[src/rtl/bcdd_seq_ctrl.sv]
// Clocked digit source for the BCD-to-decimal decoder: load, count up/down,
// and a self-test sweep that checks the decoder's one-hot response.
module bcdd_seq_ctrl #(
    parameter int unsigned DIV    = 4,
    parameter int unsigned SETTLE = 2
) (
    input  logic       clk,
    input  logic       rst_n,
    input  logic       start,
    input  logic [1:0] mode,
    input  logic [3:0] load_val,
    input  logic       stop,
    input  logic       clr_err,
    input  logic [9:0] E,
    output logic       A,
    output logic       B,
    output logic       C,
    output logic       D,
    output logic       busy,
    output logic       done,
    output logic       carry,
    output logic       borrow,
    output logic       err,
    output logic [3:0] err_cnt,
    output logic [3:0] err_digit
);

    localparam logic [7:0] DIV_LAST    = 8'(DIV - 1);
    localparam logic [3:0] SETTLE_LAST = 4'(SETTLE - 1);

    typedef enum logic [2:0] {
        S_IDLE,
        S_RUN,
        S_SETTLE,
        S_CHECK,
        S_DONE
    } state_t;

    state_t     state;
    logic [3:0] digit;
    logic [7:0] presc;
    logic [3:0] settle_cnt;
    logic       dir_down;

    logic [9:0] expect_e;
    logic       illegal_load;
    logic       mismatch;
    logic       err_event;

    assign {A, B, C, D} = digit;

    always_comb begin
        expect_e     = 10'd1 << digit;
        illegal_load = (state == S_IDLE) && start && (mode == 2'b10) && (load_val > 4'd9);
        mismatch     = (state == S_CHECK) && (E != expect_e);
        err_event    = illegal_load || mismatch;
    end

    always_ff @(posedge clk or negedge rst_n) begin
        if (!rst_n) begin
            state      <= S_IDLE;
            digit      <= '0;
            presc      <= '0;
            settle_cnt <= '0;
            dir_down   <= 1'b0;
            busy       <= 1'b0;
            done       <= 1'b0;
            carry      <= 1'b0;
            borrow     <= 1'b0;
        end else begin
            done   <= 1'b0;
            carry  <= 1'b0;
            borrow <= 1'b0;
            case (state)
                S_IDLE: begin
                    if (start) begin
                        case (mode)
                            2'b00, 2'b01: begin
                                state    <= S_RUN;
                                presc    <= '0;
                                dir_down <= mode[0];
                                busy     <= 1'b1;
                            end
                            2'b10: begin
                                if (load_val <= 4'd9)
                                    digit <= load_val;
                                done <= 1'b1;
                            end
                            default: begin
                                state      <= S_SETTLE;
                                digit      <= '0;
                                settle_cnt <= '0;
                                busy       <= 1'b1;
                            end
                        endcase
                    end
                end
                S_RUN: begin
                    // stop takes priority over a coinciding terminal count
                    if (stop) begin
                        state <= S_IDLE;
                        busy  <= 1'b0;
                    end else if (presc == DIV_LAST) begin
                        presc <= '0;
                        if (!dir_down) begin
                            if (digit == 4'd9) begin
                                digit <= '0;
                                carry <= 1'b1;
                            end else begin
                                digit <= digit + 4'd1;
                            end
                        end else begin
                            if (digit == 4'd0) begin
                                digit  <= 4'd9;
                                borrow <= 1'b1;
                            end else begin
                                digit <= digit - 4'd1;
                            end
                        end
                    end else begin
                        presc <= presc + 8'd1;
                    end
                end
                S_SETTLE: begin
                    if (settle_cnt == SETTLE_LAST)
                        state <= S_CHECK;
                    else
                        settle_cnt <= settle_cnt + 4'd1;
                end
                S_CHECK: begin
                    if (digit == 4'd9) begin
                        state <= S_DONE;
                        busy  <= 1'b0;
                        done  <= 1'b1;
                    end else begin
                        digit      <= digit + 4'd1;
                        settle_cnt <= '0;
                        state      <= S_SETTLE;
                    end
                end
                S_DONE: begin
                    state <= S_IDLE;
                end
                default: begin
                    state <= S_IDLE;
                    busy  <= 1'b0;
                end
            endcase
        end
    end

    // A new error outranks a simultaneous clear and restarts the record.
    always_ff @(posedge clk or negedge rst_n) begin
        if (!rst_n) begin
            err       <= 1'b0;
            err_cnt   <= '0;
            err_digit <= '0;
        end else if (err_event) begin
            err <= 1'b1;
            if (clr_err || !err)
                err_digit <= digit;
            if (clr_err)
                err_cnt <= 4'd1;
            else if (err_cnt != 4'hF)
                err_cnt <= err_cnt + 4'd1;
        end else if (clr_err) begin
            err       <= 1'b0;
            err_cnt   <= '0;
            err_digit <= '0;
        end
    end

endmodule

[config.mk]
export PLATFORM = sky130hd
export DESIGN_NAME = bcdd_seq_ctrl
export DESIGN_NICKNAME = d
export VERILOG_FILES = /design/src/rtl/bcdd_seq_ctrl.sv
export SDC_FILE = /design/constraint.sdc
export NUM_CORES = 1
export LEC_CHECK = 0
export CAP_MARGIN = 15
export CORE_ASPECT_RATIO = 1.1
export CORE_MARGIN = 10
export CORE_UTILIZATION = 58
export CTS_CLUSTER_SIZE = 8
export DETAILED_ROUTE_END_ITERATION = 16
export PLACE_DENSITY = 0.86
export REMOVE_ABC_BUFFERS = 1
export SYNTH_ARGS = -nofsm -noshare
export SYNTH_HDL_FRONTEND = slang
export SYNTH_SLANG_ARGS = --single-unit
[constraint.sdc]
create_clock -name clk -period 3.77 [get_ports clk]
set_clock_uncertainty 0.15 [all_clocks]
set_input_delay 0.377 -clock clk [delete_from_list [all_inputs] [get_ports clk]]
set_output_delay 0.377 -clock clk [all_outputs]
set_load 0.02 [all_outputs]
==> qor.yml <==
cts_inserted_buffers: 5
p_total_mw: 1.73
fp.dieArea_um2: 6820
grt_pass1_vias: 2090
drive_gt1_share_pct: 7.97
max-vdd-ir-drop_uv: 306
drt_iter0_drc: 165
yosysTopAreaCell: "dfrtp_1"
pwr-share-seq_pct: 32.7
rsz0062_at_grt: "no"
core_area_um2: 3710
slowest_stage: "dfrtp_1"
via_per_inst: 6.03
critical_path_peak_fanout: 16
antenna_cells: 0
fin_tns_setup_ns: 0
hold_viol_final: 0
drt_pass1_iterations: 4
synth_top_area_share_pct: 36.4
hp-class: "input pin to async pin"
start_util_pct: 61.2
hold_buffers: 0
clk_latency_ns: 0.29
power.switching_uw: 727
critPathBufInv: 1
ys_ff_latch: 33
post_cts_resized: 0
port_buffers: 37
overflow: 0
h-tree-depth: 2
drc: 0
yosys_warnings: 0
dp_hpwl_um: 4230
synthTopCellsByArea: "dfrtp_1 36%, ha_1 6.1%, o21ai_0 5.3%"
cap_violations: 0
clkPwrFrac_pct: 19.9
tightest_slew_ns: 0.636
finalMaxSlewViolations: 0
synth-main-ff-cell: "dfrtp_1"
cp_slowest_stage_delay_ns: 0.61
die_w_um: 79.7
die_h_um: 85.6
synth.cell_area_um2: 2270
syn_avg_cell_area_um2: 8.60
endpoint_kind: "register"
grtUsageTotal_pct: 17.0
critPathRequiredTime_ns: 3.81
setup-violations-final: 0
fin_crit_sh_pct: 70.4
place_congestion: 0.811
status: "completed"
worstPathCellList: "inv_1 -> ha_1 -> a21oi_1 -> a31oi_1 -> a2111oi_2 -> a211oi_1 -> o32ai_1"
cts_setup_buffers: 0
period_needed_ns: 2.66
synthCells: 264
cts_tree: "built"
ys_types: 55
leakagePower_nw: 1.14
swShare_pct: 42.0
detail_route.wl_per_cell_um: 15.9
fmax_ghz: 0.377
ioPinCount: 38
postSynth.asyncResetShare_pct: 100
grt_pass1_wl_um: 9690
mostFrequentLayoutCells: "37 x clkdlybuf4s50_1, 33 x dfrtp_1, 25 x nor2_1"
num_rows: 23
final_common_cell: "clkdlybuf4s50_1"
cellPowerDensity_nw_per_um2: 621
critPathArrivalTime_ns: 2.70
clkSinkCount: 33
vias: 2116
relSlewSlack_pct: 57.3
grt_antenna_before_repair: 0
crit_type: "register to register"
p_int_mw: 1.00
cts_root_buf: "clkbuf_8"
clk_pin_slew_ns: 0.07
routed_wirelength_um: 5570
num-fill-cells: 275
grt_max_degree: 34
synth-edff-count: 0
num-nets-final: 332
start_kind: "register"
ant_nets: 0
yosysSeqAreaShare_pct: 36.4
crit_family: "compound AO/OA/AOI/OAI gates"
syn_to_final_growth_pct: 22.7
clk_path_buf_depth: 2
comb_power_share_pct: 47.4
-- logic make-up (layout without fill, tap and decap cells) --
logic type      after synthesis  count (layout)  synth area share (%)
fa+ha+maj                    11              11                  6.06
flops                        33              33                  36.4
buf+inv                      27              64                  4.96
simple gates                104             104                  24.1
xor+xnor                      1               1                 0.386
mux                           7               7                  3.47
compound gates               81              81                  24.6
-- worst paths after layout --
check	start	to	slack [ns]	cells past startpoint
setup / recovery	digit[2]	err_digit[0]	1.11	7
hold / removal	rst_n	err_cnt[0]	0.33	2
setup reg to reg	digit[2]	err_digit[0]	1.11	7
hold reg to reg	presc[0]	presc[0]	0.37	1
max in group asynchronous	rst_n	carry	2.83	2
min in group clk	presc[0]	presc[0]	0.37	1
-- metrics by stage --
stage | cells | cell area, um2 | setup slack, ns | util (%) | hold WS (ns)
2_1_floorplan | 254 | 2220 | 1.36 | - | -0.0686
3_3_place_gp | 343 | 2670 | 1.18 | 71.9 | 0.332
3_5_place_dp | 343 | 2670 | 1.14 | 71.9 | 0.361
4_1_cts | 351 | 2790 | 1.14 | 75.1 | 0.345
5_1_grt | 351 | 2790 | 0.877 | 75.1 | 0.361
6_report | 351 | 2790 | 1.11 | 75.1 | 0.330
-- synthesized netlist by cell type, drive strengths merged, types with 2 or more instances --
library cell  count
o21ai            25
nor2b             5
o221ai            2
a211oi            4
nor2             25
nand3             9
a32o              2
nor3              6
o32ai             6
and2              3
or2               4
nand4             2
clkbuf            5
a21oi            17
nand2b           11
nand3b            6
inv              17
ha               11
a31oi             3
o31ai             3
mux2i             3
o211ai            2
mux2              4
buf               5
or3               2
dfrtp            33
nand2            23
nor4              2
and3              2
a22oi             3
a211o             2
-- power by group through the flow --
stage / Sequential, mW / Combinational (mW) / Clock (mW)
finish: 0.565 / 0.821 / 0.344
global route: 0.583 / 0.917 / 0.369
CTS: 0.563 / 0.819 / 0.352
detailed placement: 0.568 / 0.810 / 0
global placement: 0.562 / 0.789 / 0
floorplan: 0.587 / 0.510 / 0
-- routing by layer --
metal	GRT usage, %	routed length [um]	up-vias
met5	0	0	-
met4	5.38	67	0
met3	4.80	329	11
met2	29.2	2800	62
met1	19.8	2380	1013
li1	-	-	1030
-- layout make-up --
| class | instances | area, um2 | share of cell area, % |
|---|---|---|---|
| clock buffer | 7 | 86.3 | 3.10 |
| tap | 50 | 62.6 | 2.25 |
| clock inverter | 1 | 30.0 | 1.08 |
| sequential | 33 | 826 | 29.6 |
| multi-input combinational | 204 | 1330 | 47.8 |
| inverter | 17 | 63.8 | 2.29 |
| timing repair buffer | 39 | 385 | 13.8 |
-- sequential cells by signal (all words and copies together), names as in the netlist --
signal and count:
borrow 1, busy 1, carry 1, digit 4, dir_down 1, done 1, err 1, err_cnt 4
err_digit 4, presc 8, settle_cnt 4, state 3
Note: power is estimated with default switching activity, not from simulation.
